===== src/rtl/nibble_serial_tx_pkg.sv =====
// Shared types and helpers for the nibble serial transmitter.
package nibble_tx_pkg;

    typedef enum logic [2:0] {
        IDLE,
        START,
        DATA,
        PARITY,
        STOP
    } tx_state_t;

    localparam logic TX_IDLE_LEVEL = 1'b1;

    // Counter width for a count of n values, never narrower than one bit.
    function automatic int min1_clog2(input int n);
        return (n <= 2) ? 1 : $clog2(n);
    endfunction

endpackage


===== src/rtl/nibble_serial_tx_if.sv =====
// FIFO read-port bundle between a show-ahead FIFO and its consumer.
// master = consumer (issues pops), slave = FIFO (supplies flag and data).
interface nibble_serial_tx_if #(
    parameter int DATA_WIDTH = 4
);
    logic                  fifo_empty;
    logic [DATA_WIDTH-1:0] fifo_rdata;
    logic                  fifo_read_en;

    modport master (
        input  fifo_empty,
        input  fifo_rdata,
        output fifo_read_en
    );

    modport slave (
        output fifo_empty,
        output fifo_rdata,
        input  fifo_read_en
    );
endinterface


===== src/rtl/nibble_serial_tx_timer.sv =====
// Bit-period timer: counts 0..BIT_CYCLES-1 while run is high and flags the
// last cycle of each bit. With BIT_CYCLES=1 the count stays at zero and
// bit_done simply follows run.
module bit_period_timer
    import nibble_tx_pkg::*;
#(
    parameter int BIT_CYCLES = 4
) (
    input  logic clk,
    input  logic rst,
    input  logic run,
    output logic bit_done
);
    localparam int             TW   = min1_clog2(BIT_CYCLES);
    localparam logic [TW-1:0]  LAST = TW'(BIT_CYCLES - 1);

    logic [TW-1:0] count;

    assign bit_done = run && (count == LAST);

    // Count within a bit; restart at the bit boundary and hold at zero when idle.
    always_ff @(posedge clk) begin
        if (rst || !run || bit_done) begin
            count <= '0;
        end else begin
            count <= count + 1'b1;
        end
    end
endmodule


===== src/rtl/nibble_serial_tx.sv =====
// Pops nibbles from a show-ahead FIFO and sends each as a serial frame:
// start bit, data LSB first, optional even parity, stop bit.
module nibble_serial_tx
    import nibble_tx_pkg::*;
#(
    parameter int DATA_WIDTH = 4,
    parameter int BIT_CYCLES = 4,
    parameter int PARITY_EN  = 0,
    parameter int CNT_WIDTH  = 16
) (
    input  logic                  clk,
    input  logic                  rst,
    input  logic                  enable,
    nibble_serial_tx_if.master    fifo_if,
    output logic                  tx,
    output logic                  busy,
    output logic [CNT_WIDTH-1:0]  frames_sent
);
    localparam int                IDX_W    = min1_clog2(DATA_WIDTH);
    localparam logic [IDX_W-1:0]  IDX_LAST = IDX_W'(DATA_WIDTH - 1);

    tx_state_t               state_q, state_d;
    logic [DATA_WIDTH-1:0]   shreg_q, shreg_d;
    logic                    parity_q, parity_d;
    logic [IDX_W-1:0]        idx_q, idx_d;
    logic [CNT_WIDTH-1:0]    frames_d;
    logic                    tx_d;
    logic                    busy_d;
    logic                    bit_done;
    logic                    pop;

    assign pop = (state_q == IDLE) && enable && !fifo_if.fifo_empty && !rst;

    bit_period_timer #(
        .BIT_CYCLES (BIT_CYCLES)
    ) u_timer (
        .clk      (clk),
        .rst      (rst),
        .run      (state_q != IDLE),
        .bit_done (bit_done)
    );

    // State, datapath and registered line outputs; reset wins over everything.
    always_ff @(posedge clk) begin
        if (rst) begin
            state_q     <= IDLE;
            shreg_q     <= '0;
            parity_q    <= 1'b0;
            idx_q       <= '0;
            frames_sent <= '0;
            tx          <= TX_IDLE_LEVEL;
            busy        <= 1'b0;
        end else begin
            state_q     <= state_d;
            shreg_q     <= shreg_d;
            parity_q    <= parity_d;
            idx_q       <= idx_d;
            frames_sent <= frames_d;
            tx          <= tx_d;
            busy        <= busy_d;
        end
    end

    // Next state: advance one frame field per completed bit period.
    always_comb begin
        state_d  = state_q;
        shreg_d  = shreg_q;
        parity_d = parity_q;
        idx_d    = idx_q;
        frames_d = frames_sent;
        case (state_q)
            IDLE: begin
                if (pop) begin
                    state_d  = START;
                    shreg_d  = fifo_if.fifo_rdata;
                    parity_d = ^fifo_if.fifo_rdata;
                    idx_d    = '0;
                end
            end
            START: begin
                if (bit_done) begin
                    state_d = DATA;
                    idx_d   = '0;
                end
            end
            DATA: begin
                if (bit_done) begin
                    if (idx_q == IDX_LAST) begin
                        state_d = (PARITY_EN != 0) ? PARITY : STOP;
                    end else begin
                        idx_d = idx_q + 1'b1;
                    end
                end
            end
            PARITY: begin
                if (bit_done) begin
                    state_d = STOP;
                end
            end
            STOP: begin
                if (bit_done) begin
                    state_d  = IDLE;
                    frames_d = frames_sent + 1'b1;
                end
            end
            default: state_d = IDLE;
        endcase
    end

    // Outputs: pop strobe, plus line level and busy for the state being entered.
    always_comb begin
        fifo_if.fifo_read_en = pop;
        busy_d               = (state_d != IDLE);
        case (state_d)
            START:   tx_d = 1'b0;
            DATA:    tx_d = shreg_d[idx_d];
            PARITY:  tx_d = parity_d;
            default: tx_d = TX_IDLE_LEVEL;
        endcase
    end
endmodule


===== src/flat_wrapper.sv =====
// flat-port wrapper written by rule: the top's interface ports become plain ports
module nibble_serial_tx_flat import nibble_tx_pkg::*;
#(
    parameter int DATA_WIDTH = 4,
    parameter int BIT_CYCLES = 4,
    parameter int PARITY_EN  = 0,
    parameter int CNT_WIDTH  = 16
)
  (clk, rst, enable, tx, busy, frames_sent, fifo_if_fifo_empty, fifo_if_fifo_rdata, fifo_if_fifo_read_en);
  nibble_serial_tx_if #(.DATA_WIDTH(DATA_WIDTH)) fifo_if_i ();
  input  logic clk;
  input  logic rst;
  input  logic enable;
  output logic tx;
  output logic busy;
  output logic [CNT_WIDTH-1:0] frames_sent;
  input wire logic [$bits(fifo_if_i.fifo_empty)-1:0] fifo_if_fifo_empty;
  input wire logic [$bits(fifo_if_i.fifo_rdata)-1:0] fifo_if_fifo_rdata;
  output wire logic [$bits(fifo_if_i.fifo_read_en)-1:0] fifo_if_fifo_read_en;
  assign fifo_if_i.fifo_empty = fifo_if_fifo_empty;
  assign fifo_if_i.fifo_rdata = fifo_if_fifo_rdata;
  assign fifo_if_fifo_read_en = fifo_if_i.fifo_read_en;
  nibble_serial_tx #(.DATA_WIDTH(DATA_WIDTH), .BIT_CYCLES(BIT_CYCLES), .PARITY_EN(PARITY_EN), .CNT_WIDTH(CNT_WIDTH)) u_core (.clk(clk), .rst(rst), .enable(enable), .fifo_if(fifo_if_i), .tx(tx), .busy(busy), .frames_sent(frames_sent));
endmodule

===== config.mk =====
export PLATFORM = sky130hd
export DESIGN_NAME = nibble_serial_tx_flat
export DESIGN_NICKNAME = d
export VERILOG_FILES = /design/src/rtl/nibble_serial_tx_pkg.sv /design/src/rtl/nibble_serial_tx_if.sv /design/src/rtl/nibble_serial_tx_timer.sv /design/src/rtl/nibble_serial_tx.sv /design/src/flat_wrapper.sv
export SDC_FILE = /design/constraint.sdc
export NUM_CORES = 1
export LEC_CHECK = 0
export ABC_AREA = 1
export ABC_CLOCK_PERIOD_IN_PS = 1700
export BUFFER_PORTS_ARGS = -buffer_cell sky130_fd_sc_hd__buf_2
export CAP_MARGIN = 20
export CORE_AREA = 2 2 60 62
export CTS_CLUSTER_DIAMETER = 100
export CTS_CLUSTER_SIZE = 25
export DETAILED_ROUTE_END_ITERATION = 8
export DIE_AREA = 0 0 62 64
export GPL_ROUTABILITY_DRIVEN = 0
export PLACE_DENSITY = 0.73
export SLEW_MARGIN = 10
export SYNTH_ARGS = -nofsm -noshare
export SYNTH_HDL_FRONTEND = slang
export SYNTH_SLANG_ARGS = --single-unit

===== constraint.sdc =====
create_clock -name clk -period 1.7 [get_ports clk]
set_input_delay 0.255 -clock clk [delete_from_list [all_inputs] [get_ports clk]]
set_output_delay 0.255 -clock clk [all_outputs]
set_load 0.05 [all_outputs]

==> results of run 1 <==
-- metrics by stage --
stage                     hold slack (ps)  utilization  cells
after floorplan                       398            -    234
after global placement                415        0.555    308
after detailed placement              421        0.555    308
after CTS                             203        0.571    315
after global routing                  216        0.578    318
final                                 219        0.578    318
-- critical path: stages, from the launching register on --
cell,delay [ps]
dfxtp_1,380
nor2_4,200
nand2_2,130
nor2_4,180
buf_6,180
-- layer usage --
| metal | vias to the layer above | track usage |
|---|---|---|
| met4 | 0 | 0.101 |
| met1 | 688 | 0.278 |
| met5 | - | 0 |
| met3 | 8 | 0.0445 |
| li1 | 834 | - |
| met2 | 30 | 0.289 |
-- synth_stat cells, types with 3 or more instances --
cell | instances | share of area
xnor2_1 | 6 | 0.033
nand4_1 | 3 | 0.012
nand2_1 | 60 | 0.14
clkbuf_1 | 3 | 0.0070
inv_2 | 3 | 0.0070
nand3_1 | 22 | 0.069
a21oi_1 | 19 | 0.059
inv_1 | 22 | 0.051
nor2_1 | 30 | 0.070
nor3_1 | 7 | 0.022
o21ai_1 | 5 | 0.016
dfxtp_1 | 30 | 0.37
and3_1 | 3 | 0.012
-- timing repair --
| item | CTS | global route |
|---|---|---|
| pin swaps | 1 | 1 |
| resized for setup | 2 | 2 |
| setup endpoints to repair | 1 | 3 |
| setup buffers | 0 | 3 |
-- cell families after synthesis --
| kind of cell | count (synthesis) | share of synthesized area |
|---|---|---|
| compound gates | 27 | 0.0857 |
| buf+inv | 30 | 0.0748 |
| simple gates | 139 | 0.417 |
| xor+xnor | 6 | 0.0327 |
| flops | 30 | 0.374 |
| fa+ha+maj | 2 | 0.0156 |
-- cell type report --
cell class / count / area share
clock buffer: 7 / 0.0237
inverter: 26 / 0.0514
multi-input combinational: 174 / 0.467
sequential: 30 / 0.320
tap: 46 / 0.0303
timing repair buffer: 35 / 0.107
-- sequential cells by signal (all words and copies together), names as in the netlist --
register,count
u_core.idx_q,2
u_core.shreg_q,4
u_core.tx,1
u_core.state_q,3
u_core.parity_q,1
u_core.busy,1
u_core.u_timer.count,2
u_core.frames_sent,16
-- report_power, final --
part / internal, W / switching, W / leakage, nW
clock network: 0.000156 / 0.000224 / 0.0254
registers: 0.000711 / 0.00000439 / 0.245
logic: 0.0000407 / 0.0000671 / 0.581
total: 0.000907 / 0.000296 / 0.852
-- final timing paths --
kind | start | to | slack (ps) | cells past startpoint
hold reg to reg | u_core.u_timer.count[0] | u_core.u_timer.count[0] | 430 | 1
setup reg to reg | u_core.state_q[0] | u_core.tx | 160 | 8
hold / removal | fifo_if_fifo_rdata[1] | u_core.shreg_q[1] | 220 | 3
setup / recovery | u_core.state_q[0] | fifo_if_fifo_read_en | 60 | 4
==> flow_metrics.tcl, run 1 <==
set metrics [dict create \
    ctsHoldBuffers 0 \
    required_ps 1440 \
    yosys.cell_types.count 28 \
    grt_pass1_vias 1430 \
    wl_met2_um 1450 \
    n_antenna_cell 0 \
    total_power_w 0.00120 \
    cp.arrival_ps 1390 \
    hold_viol_final 0 \
    place_area_mm2 0.00182 \
    max_freq_mhz 609 \
    worst_slew_pin_slew_ps 318 \
    syn_nets 244 \
    die-area_mm2 0.00397 \
    relSlewSlack 0.786 \
    status "finished, final reports clean" \
    cts_made_buffers 5 \
    final.min_clock_period_ps 1640 \
    dp_slack_ps 179 \
    finalSetupTns_ps 0 \
    drtIter0Drc 73 \
    cts_max_path_buffers 2 \
    power_leakage_nw 0.852 \
    setup.worst_path.start_class "flip-flop" \
    clock-sinks 30 \
    syn_area_mm2 0.00161 \
    vdd.ir_drop.worst_uv 387 \
    die_w_um 62 \
    grt_usage 0.202 \
    via_per_inst 4.91 \
    synth.avg_cell_area_um2 6.87 \
    drive_gt1_frac 0.235 \
    dr.pass1.iters 4 \
    fin_ws_ps 56.8 \
    h-tree-depth 2 \
    syn_inst 234 \
    end_kind "primary output" \
    wl_um 3400 \
    gr-total-overflow 0 \
    regArea_um2 608 \
    grt_max_degree 21 \
    final_area_mm2 0.00190 \
    initial_core_util 0.489 \
    worst-path-max-fanout 5 \
    synth-seq-area-share 0.374 \
    dp_hpwl_um 2610 \
    synth_edf_count 0 \
    final-setup-viol-count 0 \
    wl_met1_um 1730 \
    cap_violations 0 \
    die_y_um 64 \
    fin_nets 282 \
    p_per_area_mw_per_mm2 634 \
    cts_root_buf "clkbuf_4" \
    multi_input_area_um2 886 \
    wl_met3_um 155 \
    vias 1560 \
    drc 0 \
    grt_pass1_wl_um 6040 \
    cts_tree "done" \
    period_share 0.967 \
    wl_per_cell_um 10.7 \
    io_pins 27 \
    ys.flop_type "dfxtp_1" \
    dr.max_layer_used "met4" \
    final_cell_mix "nand2_1 (60), nor2_1 (30), buf_2 (25)" \
    slew_viol_final 0 \
    min_path_type "in2reg" \
    final_common_cell "nand2_1" \
    antenna_found_initial 0 \
    synthToLayoutAreaGrowth_pct 18.1 \
    clkTransAtPathRegs_ps 80 \
    path_class "reg2out" \
    core-area_mm2 0.00328 \
    async_reset_ff_frac 0 \
    worstSkewPairLatency_ps 320 \
    nFillCells 328 \
    fp-row-count 21 \
    ys_seq_elements 30 \
    fin_worst_skew_ps 4.89 \
    ys.warnings.count 0 \
    drtAntennaViolNets 0 \
    port_buffers 26 \
]
Note: power is estimated with default switching activity, not from simulation.
==> inputs of run 2 (changes only) <==
--- a/config.mk
+++ b/config.mk
@@ -9,13 +9,15 @@
 export ABC_CLOCK_PERIOD_IN_PS = 1700
 export BUFFER_PORTS_ARGS = -buffer_cell sky130_fd_sc_hd__buf_2
 export CAP_MARGIN = 20
-export CORE_AREA = 2 2 60 62
+export CELL_PAD_IN_SITES_DETAIL_PLACEMENT = 0
+export CELL_PAD_IN_SITES_GLOBAL_PLACEMENT = 1
+export CORE_AREA = 2 2 68 70
 export CTS_CLUSTER_DIAMETER = 100
 export CTS_CLUSTER_SIZE = 25
 export DETAILED_ROUTE_END_ITERATION = 8
-export DIE_AREA = 0 0 62 64
+export DIE_AREA = 0 0 70 72
 export GPL_ROUTABILITY_DRIVEN = 0
-export PLACE_DENSITY = 0.73
+export PLACE_DENSITY = 0.78
 export SLEW_MARGIN = 10
 export SYNTH_ARGS = -nofsm -noshare
 export SYNTH_HDL_FRONTEND = slang
==> run 2 against run 1 <==
Against the previous run:
- critical path depth unchanged
- sequential power barely moved
- critical path type unchanged
- fmax grew 0.41%
- non-clock buffer count is the same
- routed wire length rose by 8.4%
- die area up 27%
- count of clock-buffer cells in the layout unchanged
- critical endpoint unchanged
==> flow_metrics.tcl, run 2 (same netlist as run 1, synthesis figures left out) <==
set metrics [dict create \
    status "finished, final reports clean" \
    cts_root_buf "clkbuf_8" \
    grt_usage 0.165 \
    vias 1542 \
    final_area_mm2 0.00195 \
    instances_no_fill 324 \
    cts_max_path_buffers 2 \
    core-area_mm2 0.00426 \
    grt_pass1_vias 1452 \
    grt_max_degree 21 \
    vdd.ir_drop.worst_uv 489 \
    fin_nets 282 \
    die-area_mm2 0.00504 \
    dr.pass1.iters 4 \
    cap_violations 0 \
    synthToLayoutAreaGrowth_pct 21.3 \
    grt_pass1_wl_um 6530 \
    required_ps 1440 \
    cts_tree "done" \
    clock-sinks 30 \
    worstSkewPairLatency_ps 280 \
    cts_made_buffers 5 \
    setup.worst_path.start_class "flip-flop" \
    die_y_um 72 \
    n_antenna_cell 0 \
    period_share 0.963 \
    relSlewSlack 0.793 \
    via_per_inst 4.76 \
    drtAntennaViolNets 0 \
    place_area_mm2 0.00183 \
    die_w_um 70 \
    final-setup-viol-count 0 \
    finalSetupTns_ps 0 \
    worst_slew_pin_slew_ps 308 \
    gr-total-overflow 0 \
    min_path_type "in2reg" \
    h-tree-depth 2 \
    antenna_found_initial 0 \
    cp.arrival_ps 1380 \
    ctsHoldBuffers 0 \
    reg.largest.list "u_core.frames_sent (16), u_core.shreg_q (4), u_core.state_q (3)" \
    drive_gt1_frac 0.239 \
    slew_viol_final 0 \
    fin_worst_skew_ps 4.47 \
    end_kind "primary output" \
    port_buffers 26 \
    worst-path-max-fanout 8 \
    regMostFlops "u_core.frames_sent" \
    clkTransAtPathRegs_ps 60 \
    dpl.cell_count 314 \
    initial_core_util 0.377 \
    path_class "reg2out" \
    drtIter0Drc 96 \
    regToRegSetupSlack_ps 120 \
    max_freq_mhz 611 \
    final_common_cell "nand2_1" \
    final_cell_mix "nand2_1 (60), nor2_1 (30), buf_2 (25)" \
    hold_viol_final 0 \
    power_leakage_nw 0.861 \
    io_pins 27 \
    largest_register_ffs 16 \
    wl_per_cell_um 11.4 \
    p_per_area_mw_per_mm2 695 \
    wl_um 3680 \
    dp_hpwl_um 2830 \
    drc 0 \
    final.min_clock_period_ps 1640 \
    fp-row-count 24 \
]
==> run 2: cell types whose count changed in the layout (fill, tap and decap cells not counted) <==
cell / delta
clkbuf_8: +5
dfxtp_2: +1
clkbuf_4: -5
nor3_4: +1
nor3_2: -1
buf_6: -1
dfxtp_1: -1
buf_8: +1
==> run 2: what timing repair did <==
action                     in CTS  in global routing
gates resized for setup         1                  6
pin swaps                       1                  2
setup endpoints to repair       1                  2
buffers inserted                0                  3
==> run 2: final timing paths <==
path	start	end	cells after the start
worst max register to register	u_core.state_q[1]	u_core.tx	8
worst max-delay path	u_core.state_q[1]	fifo_if_fifo_read_en	4
worst min register to register	u_core.u_timer.count[0]	u_core.u_timer.count[0]	1
worst min-delay path	fifo_if_fifo_rdata[2]	u_core.shreg_q[2]	3
==> run 2: power breakdown <==
part | internal, W | switching (W) | total, W
Combinational | 0.0000412 | 0.0000682 | 0.000109
Sequential | 0.000713 | 0.00000470 | 0.000717
Clock | 0.000281 | 0.000246 | 0.000527
==> run 2: area by class of cell <==
type                    count  area, um2
clock buffers               7       76.3
inverters                  26       97.6
repair buffers             35        208
fillers                   474       2320
multi-input cells         174        892
well taps                  52       65.1
flip-flops and latches     30        609
==> run 2: metal layers <==
metal  vias to the layer above  share of wire  track usage  wire (um)
li1                        836              -            -          -
met1                       682           0.49        0.206       1820
met2                        19           0.45        0.267       1670
met3                         5          0.036       0.0500        133
met4                         0          0.016       0.0705         60
met5                         -              0            0          0
==> run 2: critical path, cell delays in order (launching register included) <==
cell and delay, ps:
dfxtp_2 360, nor2_4 180, nand2_2 130, nor2_4 240
buf_8 180
==> run 2: metrics by stage <==
| stage | util | hold WS, ps | worst slack [ps] | total power, W |
|---|---|---|---|---|
| finish | 0.457 | 267 | 63.5 | 0.00135 |
| global route | 0.457 | 284 | -2.44 | 0.00142 |
| CTS | 0.448 | 260 | 7.37 | 0.00137 |
| detailed placement | 0.429 | 428 | 176 | 0.000835 |
| global placement | 0.429 | 410 | 162 | 0.000836 |
| floorplan | - | 398 | 66.9 | 0.000803 |
